**config.mk**
```make
export PLATFORM = sky130hd
export DESIGN_NAME = unit_arbiter_flat
export DESIGN_NICKNAME = d
export VERILOG_FILES = /design/src/rtl/unit_arbiter_pkg.sv /design/src/rtl/unit_arbiter_if.sv /design/src/rtl/unit_arbiter_rr_arbiter.sv /design/src/rtl/unit_arbiter.sv /design/src/flat_wrapper.sv
export SDC_FILE = /design/constraint.sdc
export NUM_CORES = 1
export LEC_CHECK = 0
export ABC_AREA = 1
export CAP_MARGIN = 40
export CORE_AREA = 2 2 310 312
export CTS_BUF_LIST = sky130_fd_sc_hd__clkbuf_8
export CTS_CLUSTER_DIAMETER = 80
export DETAILED_ROUTE_END_ITERATION = 8
export DIE_AREA = 0 0 312 314
export DONT_BUFFER_PORTS = 1
export HOLD_SLACK_MARGIN = 0.02
export PLACE_DENSITY = 0.3
export SKIP_LAST_GASP = 1
export SYNTH_ARGS = -nofsm -noshare
export SYNTH_HDL_FRONTEND = slang
export SYNTH_SLANG_ARGS = --single-unit
```
**constraint.sdc**
```tcl
create_clock -name clk -period 10.34 [get_ports clk]
set_clock_uncertainty 0.15 [all_clocks]
set_input_delay 2.068 -clock clk [delete_from_list [all_inputs] [get_ports clk]]
set_output_delay 2.068 -clock clk [all_outputs]
set_load 0.02 [all_outputs]
```
**src/rtl/unit_arbiter_pkg.sv**
```systemverilog
// Shared types for the unit arbiter slice: unit selects, data words, memory
// control codes, arbiter FSM states and round-robin index helpers.
package unit_arbiter_pkg;

  typedef logic [31:0] word_t;
  typedef logic [1:0]  unit_sel_t;

  localparam unit_sel_t UNIT_SEL_ALU = 2'd0;
  localparam unit_sel_t UNIT_SEL_MEM = 2'd1;

  localparam word_t MEM_CTRL_READ  = 32'd0;
  localparam word_t MEM_CTRL_WRITE = 32'd1;

  typedef enum logic {
    UNIT_ARB_IDLE = 1'b0,
    UNIT_ARB_BUSY = 1'b1
  } unit_arb_state_t;

  // Wrap written as compare-and-subtract so non-power-of-two counts stay exact.
  function automatic int rr_index(input int base, input int off, input int n);
    int sum;
    sum = base + off;
    return (sum >= n) ? sum - n : sum;
  endfunction

  function automatic int ptr_next(input int idx, input int n);
    return rr_index(idx, 1, n);
  endfunction

endpackage

```
**src/rtl/unit_arbiter_if.sv**
```systemverilog
// Thread-array, ALU and memory-port signal bundle for unit_arbiter.
// stall_cnt exists only when UNIT_ARB_STATS_EN is defined.
interface unit_arbiter_if
  import unit_arbiter_pkg::*;
#(
  parameter int N_THREADS = 4
);

  logic [N_THREADS-1:0] req;
  unit_sel_t            req_sel  [N_THREADS];
  word_t                req_ctrl [N_THREADS];
  word_t                req_in0  [N_THREADS];
  word_t                req_in1  [N_THREADS];
  logic [N_THREADS-1:0] rsp_valid;
  word_t                rsp_data [N_THREADS];

  word_t alu_ctrl;
  word_t alu_in0;
  word_t alu_in1;
  word_t alu_out;

  logic  mem_valid;
  word_t mem_ctrl;
  word_t mem_addr;
  word_t mem_wdata;
  logic  mem_ready;
  word_t mem_rdata;

`ifdef UNIT_ARB_STATS_EN
  logic [31:0] stall_cnt [N_THREADS];
`endif

  modport slave (
    input  req, req_sel, req_ctrl, req_in0, req_in1,
    input  alu_out, mem_ready, mem_rdata,
`ifdef UNIT_ARB_STATS_EN
    output stall_cnt,
`endif
    output rsp_valid, rsp_data,
    output alu_ctrl, alu_in0, alu_in1,
    output mem_valid, mem_ctrl, mem_addr, mem_wdata
  );

  modport master (
    output req, req_sel, req_ctrl, req_in0, req_in1,
    output alu_out, mem_ready, mem_rdata,
`ifdef UNIT_ARB_STATS_EN
    input  stall_cnt,
`endif
    input  rsp_valid, rsp_data,
    input  alu_ctrl, alu_in0, alu_in1,
    input  mem_valid, mem_ctrl, mem_addr, mem_wdata
  );

endinterface

```
**src/rtl/unit_arbiter_rr_arbiter.sv**
```systemverilog
// Combinational round-robin picker: first set request at or after ptr, wrapping at N.
module rr_arbiter
  import unit_arbiter_pkg::*;
#(
  parameter  int N = 4,
  localparam int W = $clog2(N)
) (
  input  logic [N-1:0] req,
  input  logic [W-1:0] ptr,
  output logic         valid,
  output logic [W-1:0] idx
);

  int           cand;
  logic [W-1:0] cand_idx;

  always_comb begin
    valid    = 1'b0;
    idx      = '0;
    cand     = 0;
    cand_idx = '0;
    for (int k = 0; k < N; k++) begin
      cand     = rr_index(int'(ptr), k, N);
      cand_idx = W'(cand);
      if (!valid && req[cand_idx]) begin
        valid = 1'b1;
        idx   = cand_idx;
      end
    end
  end

endmodule

```
**src/rtl/unit_arbiter.sv**
```systemverilog
// Shares one ALU (answered in the grant cycle) and one memory port (one outstanding
// transaction) among N_THREADS threads; optional UNIT_ARB_STATS_EN adds stall counters.
module unit_arbiter
  import unit_arbiter_pkg::*;
#(
  parameter int N_THREADS = 4
) (
  input logic           clk,
  input logic           rst,
  unit_arbiter_if.slave bus
);

  localparam int PTR_W = $clog2(N_THREADS);

  logic [N_THREADS-1:0] alu_cand;
  logic [N_THREADS-1:0] mem_cand;
  logic [N_THREADS-1:0] odd_req;

  logic             alu_win_vld;
  logic [PTR_W-1:0] alu_win;
  logic             mem_win_vld;
  logic [PTR_W-1:0] mem_win;

  logic [PTR_W-1:0] alu_ptr;
  logic [PTR_W-1:0] mem_ptr;

  unit_arb_state_t  state;
  unit_arb_state_t  state_nxt;
  logic             mem_accept;
  logic             mem_done;

  logic [PTR_W-1:0] owner_q;
  word_t            mem_ctrl_q;
  word_t            mem_addr_q;
  word_t            mem_wdata_q;

  logic [N_THREADS-1:0] rsp_valid_c;
  word_t                rsp_data_c [N_THREADS];
  word_t                alu_ctrl_c;
  word_t                alu_in0_c;
  word_t                alu_in1_c;

  // Requests naming neither unit bypass arbitration and are answered with zero.
  always_comb begin
    alu_cand = '0;
    mem_cand = '0;
    odd_req  = '0;
    for (int i = 0; i < N_THREADS; i++) begin
      alu_cand[i] = bus.req[i] && (bus.req_sel[i] == UNIT_SEL_ALU);
      mem_cand[i] = bus.req[i] && (bus.req_sel[i] == UNIT_SEL_MEM);
      odd_req[i]  = bus.req[i] && (bus.req_sel[i] != UNIT_SEL_ALU) &&
                    (bus.req_sel[i] != UNIT_SEL_MEM);
    end
  end

  rr_arbiter #(.N(N_THREADS)) u_alu_rr (
    .req   (alu_cand),
    .ptr   (alu_ptr),
    .valid (alu_win_vld),
    .idx   (alu_win)
  );

  rr_arbiter #(.N(N_THREADS)) u_mem_rr (
    .req   (mem_cand),
    .ptr   (mem_ptr),
    .valid (mem_win_vld),
    .idx   (mem_win)
  );

  always_ff @(posedge clk or posedge rst) begin
    if (rst) begin
      state <= UNIT_ARB_IDLE;
    end else begin
      state <= state_nxt;
    end
  end

  // The completion cycle never accepts: BUSY only looks at mem_ready.
  always_comb begin
    state_nxt  = state;
    mem_accept = 1'b0;
    mem_done   = 1'b0;
    case (state)
      UNIT_ARB_IDLE: begin
        if (mem_win_vld) begin
          mem_accept = 1'b1;
          state_nxt  = UNIT_ARB_BUSY;
        end
      end
      UNIT_ARB_BUSY: begin
        if (bus.mem_ready) begin
          mem_done  = 1'b1;
          state_nxt = UNIT_ARB_IDLE;
        end
      end
      default: state_nxt = UNIT_ARB_IDLE;
    endcase
  end

  always_ff @(posedge clk or posedge rst) begin
    if (rst) begin
      alu_ptr     <= '0;
      mem_ptr     <= '0;
      owner_q     <= '0;
      mem_ctrl_q  <= '0;
      mem_addr_q  <= '0;
      mem_wdata_q <= '0;
    end else begin
      if (alu_win_vld) begin
        alu_ptr <= PTR_W'(ptr_next(int'(alu_win), N_THREADS));
      end
      if (mem_accept) begin
        mem_ptr     <= PTR_W'(ptr_next(int'(mem_win), N_THREADS));
        owner_q     <= mem_win;
        mem_ctrl_q  <= bus.req_ctrl[mem_win];
        mem_addr_q  <= bus.req_in0[mem_win];
        mem_wdata_q <= bus.req_in1[mem_win];
      end
    end
  end

  // Outputs are forced quiet while rst is high, even with requests pending.
  always_comb begin
    rsp_valid_c = '0;
    for (int i = 0; i < N_THREADS; i++) begin
      rsp_data_c[i] = '0;
    end
    alu_ctrl_c = '0;
    alu_in0_c  = '0;
    alu_in1_c  = '0;
    if (!rst) begin
      rsp_valid_c = odd_req;
      if (alu_win_vld) begin
        alu_ctrl_c           = bus.req_ctrl[alu_win];
        alu_in0_c            = bus.req_in0[alu_win];
        alu_in1_c            = bus.req_in1[alu_win];
        rsp_valid_c[alu_win] = 1'b1;
        rsp_data_c[alu_win]  = bus.alu_out;
      end
      if (mem_done) begin
        rsp_valid_c[owner_q] = 1'b1;
        rsp_data_c[owner_q]  = bus.mem_rdata;
      end
    end
  end

  assign bus.rsp_valid = rsp_valid_c;
  assign bus.rsp_data  = rsp_data_c;
  assign bus.alu_ctrl  = alu_ctrl_c;
  assign bus.alu_in0   = alu_in0_c;
  assign bus.alu_in1   = alu_in1_c;
  assign bus.mem_valid = (state == UNIT_ARB_BUSY);
  assign bus.mem_ctrl  = mem_ctrl_q;
  assign bus.mem_addr  = mem_addr_q;
  assign bus.mem_wdata = mem_wdata_q;

`ifdef UNIT_ARB_STATS_EN
  logic [31:0] stall_q [N_THREADS];

  always_ff @(posedge clk or posedge rst) begin
    if (rst) begin
      for (int i = 0; i < N_THREADS; i++) begin
        stall_q[i] <= '0;
      end
    end else begin
      for (int i = 0; i < N_THREADS; i++) begin
        if (bus.req[i] && !rsp_valid_c[i]) begin
          stall_q[i] <= stall_q[i] + 32'd1;
        end
      end
    end
  end

  assign bus.stall_cnt = stall_q;
`endif

endmodule
```
**src/flat_wrapper.sv**
```systemverilog
// flat-port wrapper written by rule: the top's interface ports become plain ports
module unit_arbiter_flat import unit_arbiter_pkg::*;
#(
  parameter int N_THREADS = 4
)
  (clk, rst, bus_req, bus_req_sel, bus_req_ctrl, bus_req_in0, bus_req_in1, bus_alu_out, bus_mem_ready, bus_mem_rdata, bus_rsp_valid, bus_rsp_data, bus_alu_ctrl, bus_alu_in0, bus_alu_in1, bus_mem_valid, bus_mem_ctrl, bus_mem_addr, bus_mem_wdata);
  unit_arbiter_if #(.N_THREADS(N_THREADS)) bus_i ();
  input logic clk;
  input logic rst;
  input wire logic [$bits(bus_i.req)-1:0] bus_req;
  input wire logic [$bits(bus_i.req_sel)-1:0] bus_req_sel;
  input wire logic [$bits(bus_i.req_ctrl)-1:0] bus_req_ctrl;
  input wire logic [$bits(bus_i.req_in0)-1:0] bus_req_in0;
  input wire logic [$bits(bus_i.req_in1)-1:0] bus_req_in1;
  input wire logic [$bits(bus_i.alu_out)-1:0] bus_alu_out;
  input wire logic [$bits(bus_i.mem_ready)-1:0] bus_mem_ready;
  input wire logic [$bits(bus_i.mem_rdata)-1:0] bus_mem_rdata;
  output wire logic [$bits(bus_i.rsp_valid)-1:0] bus_rsp_valid;
  output wire logic [$bits(bus_i.rsp_data)-1:0] bus_rsp_data;
  output wire logic [$bits(bus_i.alu_ctrl)-1:0] bus_alu_ctrl;
  output wire logic [$bits(bus_i.alu_in0)-1:0] bus_alu_in0;
  output wire logic [$bits(bus_i.alu_in1)-1:0] bus_alu_in1;
  output wire logic [$bits(bus_i.mem_valid)-1:0] bus_mem_valid;
  output wire logic [$bits(bus_i.mem_ctrl)-1:0] bus_mem_ctrl;
  output wire logic [$bits(bus_i.mem_addr)-1:0] bus_mem_addr;
  output wire logic [$bits(bus_i.mem_wdata)-1:0] bus_mem_wdata;
  assign bus_i.req = bus_req;
  assign bus_i.req_sel = {>>{bus_req_sel}};
  assign bus_i.req_ctrl = {>>{bus_req_ctrl}};
  assign bus_i.req_in0 = {>>{bus_req_in0}};
  assign bus_i.req_in1 = {>>{bus_req_in1}};
  assign bus_i.alu_out = bus_alu_out;
  assign bus_i.mem_ready = bus_mem_ready;
  assign bus_i.mem_rdata = bus_mem_rdata;
  assign bus_rsp_valid = bus_i.rsp_valid;
  assign bus_rsp_data = {>>{bus_i.rsp_data}};
  assign bus_alu_ctrl = bus_i.alu_ctrl;
  assign bus_alu_in0 = bus_i.alu_in0;
  assign bus_alu_in1 = bus_i.alu_in1;
  assign bus_mem_valid = bus_i.mem_valid;
  assign bus_mem_ctrl = bus_i.mem_ctrl;
  assign bus_mem_addr = bus_i.mem_addr;
  assign bus_mem_wdata = bus_i.mem_wdata;
  unit_arbiter #(.N_THREADS(N_THREADS)) u_core (.clk(clk), .rst(rst), .bus(bus_i));
endmodule
```
==> results.py <==
metrics = {
    "status": {
        "run_status": "complete, no violations",
    },
    "cells_and_area": {
        "final.fill_count": 11400,
        "fin_nets": 3490,
        "areaGrowthSynthToFinish_pct": 5.495,
        "post_route_cells_drive_above_1_share_pct": 3.067,
    },
    "cts": {
        "post_cts_resized": 0,
        "cts_hold_buf": 0,
        "cts_tree": "built",
        "clk_latency_ns": 0.43,
        "cts.path.max_buffers": 2,
        "htree_levels": 3,
        "numClockSinks": 103,
        "clk_root_buffer_cell": "sky130_fd_sc_hd__clkbuf_8",
        "clk_transition_reported_paths_ns": 0.12,
        "post-cts-setup-buffer-count": 0,
        "tritoncts_buffer_count": 9,
    },
    "placement": {
        "place.gp.congestion": 0.8620,
        "numPortBuffers": 0,
        "hpwlAfterDp_um": 68630,
        "detailedPlace.worstSlack_ns": 2.454,
    },
    "synthesis": {
        "synth.most_common_cell": "sky130_fd_sc_hd__nand2_1",
        "synthXorXnorAreaFrac_pct": 0,
        "largest_family_of_logic_cells_by_synthesized_area": "simple AND/OR/NAND/NOR gates",
        "synth.top_cell.area_share_pct": 31.48,
        "synth_top_area_cell": "sky130_fd_sc_hd__nand2_1",
        "synthesis.instances": 3260,
        "post_synth_main_area_contributors": "sky130_fd_sc_hd__nand2_1, sky130_fd_sc_hd__dfrtp_1, sky130_fd_sc_hd__nand3_1, sky130_fd_sc_hd__nand4_1, sky130_fd_sc_hd__inv_1",
        "synth.net_count": 3723,
        "yosysSeqAreaShare_pct": 15.70,
        "async_flop_share_pct": 100.0,
        "yosys_register_bits": 103,
        "syn_avg_cell_area_um2": 5.036,
        "ys.flop_type": "sky130_fd_sc_hd__dfrtp_1",
        "synth_common_cells": "sky130_fd_sc_hd__nand2_1, sky130_fd_sc_hd__inv_1, sky130_fd_sc_hd__nand3_1",
        "synth_compound_area_share_pct": 7.621,
        "multiplexer_share_of_the_synthesized_area_pct": 0,
        "post_synth_fa_ha_maj_area_fraction_pct": 0,
        "yosys_cell_types": 28,
        "post_synth_instance_area_um2": 16420,
        "synth_edf_count": 0,
        "synth_warnings": 0,
        "synthSimpleGateAreaFrac_pct": 57.74,
    },
    "timing": {
        "final_setup_margin_ns": 2.290,
        "max_slew_margin_pct": 31.65,
        "finalCriticalPeriod_ns": 8.050,
        "hold-worst-slack_ns": 0.4454,
        "finalSetupViolations": 0,
        "min_period_over_period_pct": 77.85,
        "timing.setup.tns_ns": 0,
        "timing_worst_slew_pin_value_ns": 1.025,
        "rsz0062_at_grt": "false",
        "fmax_mhz": 124.2,
        "report.final.hold_viol_count": 0,
        "maxSlewViolCount": 0,
    },
    "route": {
        "drt_first_iter_violations": 1655,
        "ant_nets": 0,
        "firstDrtPassIters": 7,
        "number_of_drc_violations_after_detailed_routing": 0,
        "dr_total_vias": 20420,
        "routed_wirelength_um": 98150,
        "detail_route.vias_per_cell": 4.749,
        "average_wire_per_standard_cell_um": 22.83,
    },
    "floorplanning": {
        "placement_rows": 113,
        "die_w_um": 312,
        "core_um2": 94450,
        "chipHeight_um": 314,
        "dieArea_um2": 97970,
        "ioPinCount": 788,
        "initial_utilization_pct": 17.38,
    },
    "global_routing": {
        "wire_length_of_the_first_global_routing_pass_um": 141600,
        "first_global_vias": 19350,
        "gr-total-overflow": 0,
        "groute.usage.overall_pct": 18.95,
        "grt_start_max_net_pins": 159,
        "number_of_antenna_violations_at_the_first_check_in_global_routing": 6,
    },
    "critical_path": {
        "timing.critical_path.to_type": "output port",
        "slowest_stage": "sky130_fd_sc_hd__buf_4",
        "cp_slowest_stage_delay_ns": 0.59,
        "timing.critical_path.max_delay_family": "simple AND/OR/NAND/NOR gates",
        "required_ns": 8.12,
        "cp_cell_sequence": "nor2_1, nand3_1, nand3_1, nand2_2, nand3_1, nand3_4, nand2_8, buf_16, buf_4, nand2_1, nand2_1, nand2_1, a21oi_1",
        "critical_path.max_fanout": 100,
        "cp_num_buf_inv": 2,
        "critical_path_class": "input port to output port",
        "critPathArrivalTime_ns": 5.83,
        "worst_setup_path_start_kind": "input port",
    },
    "worst_hold_path": {
        "min-delay-path-class": "flip-flop to flip-flop",
    },
    "pwr": {
        "ir_worst_vdd_mv": 0.3687,
        "power_leakage_nw": 9.404,
        "p_per_area_nw_per_um2": 501.7,
    },
    "run": {
        "maxCapViolations": 0,
    },
}
[layout by cell type, fill, tap and decap left out, types with 5 or more instances in the layout]
cell                       netlist  routed
sky130_fd_sc_hd__a21oi_1       237     237
sky130_fd_sc_hd__buf_12          0       8
sky130_fd_sc_hd__buf_4          23      29
sky130_fd_sc_hd__clkbuf_8        0       9
sky130_fd_sc_hd__dfrtp_1       103     103
sky130_fd_sc_hd__inv_1         435     431
sky130_fd_sc_hd__inv_2           7       9
sky130_fd_sc_hd__nand2_1      1377    1375
sky130_fd_sc_hd__nand2_2         7       6
sky130_fd_sc_hd__nand3_1       415     414
sky130_fd_sc_hd__nand4_1       266     266
sky130_fd_sc_hd__nor2_1        104     104
sky130_fd_sc_hd__o21ai_0         5       5
[routing by layer]
layer / vias to the layer above / global-route usage [%] / part of all wire (%)
met5: - / 0 / 0.057
met3: 91 / 5.441 / 8.0
met4: 8 / 5.048 / 2.4
met1: 9694 / 23.17 / 41
li1: 9827 / - / -
met2: 801 / 32.43 / 48
[final cells by class]
type / count / area (um^2) / share of cell area, %
flip-flops and latches: 103 / 2577 / 14.88
well taps: 1265 / 1583 / 9.139
clock buffers: 9 / 123.9 / 0.7152
clock inverters: 7 / 66.31 / 0.3829
repair buffers: 40 / 460.4 / 2.659
diodes: 3 / 7.507 / 0.04335
multi-input cells: 2427 / 10810 / 62.43
inverters: 446 / 1689 / 9.753
[cell families (layout without fill, tap and decap cells)]
kind of cell	after synthesis	count (layout)
AOI/OAI and AO/OA	246	246
buffers and inverters	730	502
DFF	103	103
other	0	3
and+or+nand+nor	2181	2181
[report_power, final]
group / internal (mW) / total [mW] / switching, mW
combinational: 1.76 / 7.30 / 5.54
clock: 0.0936 / 0.294 / 0.201
sequential: 0.621 / 1.09 / 0.474
[registers in the layout (all words and copies together) (netlist names)]
register,count
u_core.bus.mem_addr,32
u_core.bus.mem_valid,1
u_core.owner_q,2
u_core.alu_ptr,2
u_core.mem_ptr,2
u_core.bus.mem_ctrl,32
u_core.bus.mem_wdata,32
[tightest hold or removal path: stages (launching register included)]
cell and delay, ns:
sky130_fd_sc_hd__dfrtp_1 0.41, sky130_fd_sc_hd__inv_1 0.08, sky130_fd_sc_hd__o21ai_0 0.08
[through the flow]
step	std cells	instance area [um^2]	power [mW]	utilization [%]
after detailed placement	4280	17110	8.501	18.12
after floorplan	3260	16420	6.366	-
after global routing	4300	17320	9.563	18.34
after global placement	4273	16950	8.432	17.95
after CTS	4296	17300	8.838	18.32
final	4300	17320	8.688	18.34
[final timing paths]
kind,from,cells past startpoint,endpoint,slack (ns)
worst max-delay path,bus_req_sel[1],13,bus_alu_in1[10],2.29
worst min-delay path,u_core.owner_q[1]$_DFFE_PP0P_,2,u_core.owner_q[1]$_DFFE_PP0P_,0.45
worst max register to register,u_core.mem_ptr[0]$_DFFE_PP0P_,14,u_core.bus.mem_addr[30]$_DFFE_PP0P_,5.97
worst min register to register,u_core.owner_q[1]$_DFFE_PP0P_,2,u_core.owner_q[1]$_DFFE_PP0P_,0.45
max in group asynchronous,rst,2,u_core.bus.mem_ctrl[6]$_DFFE_PP0P_,7.72
min in group asynchronous,rst,1,u_core.alu_ptr[1]$_DFFE_PP0N_,1.29
No activity file was read; power rests on OpenSTA's default activity.
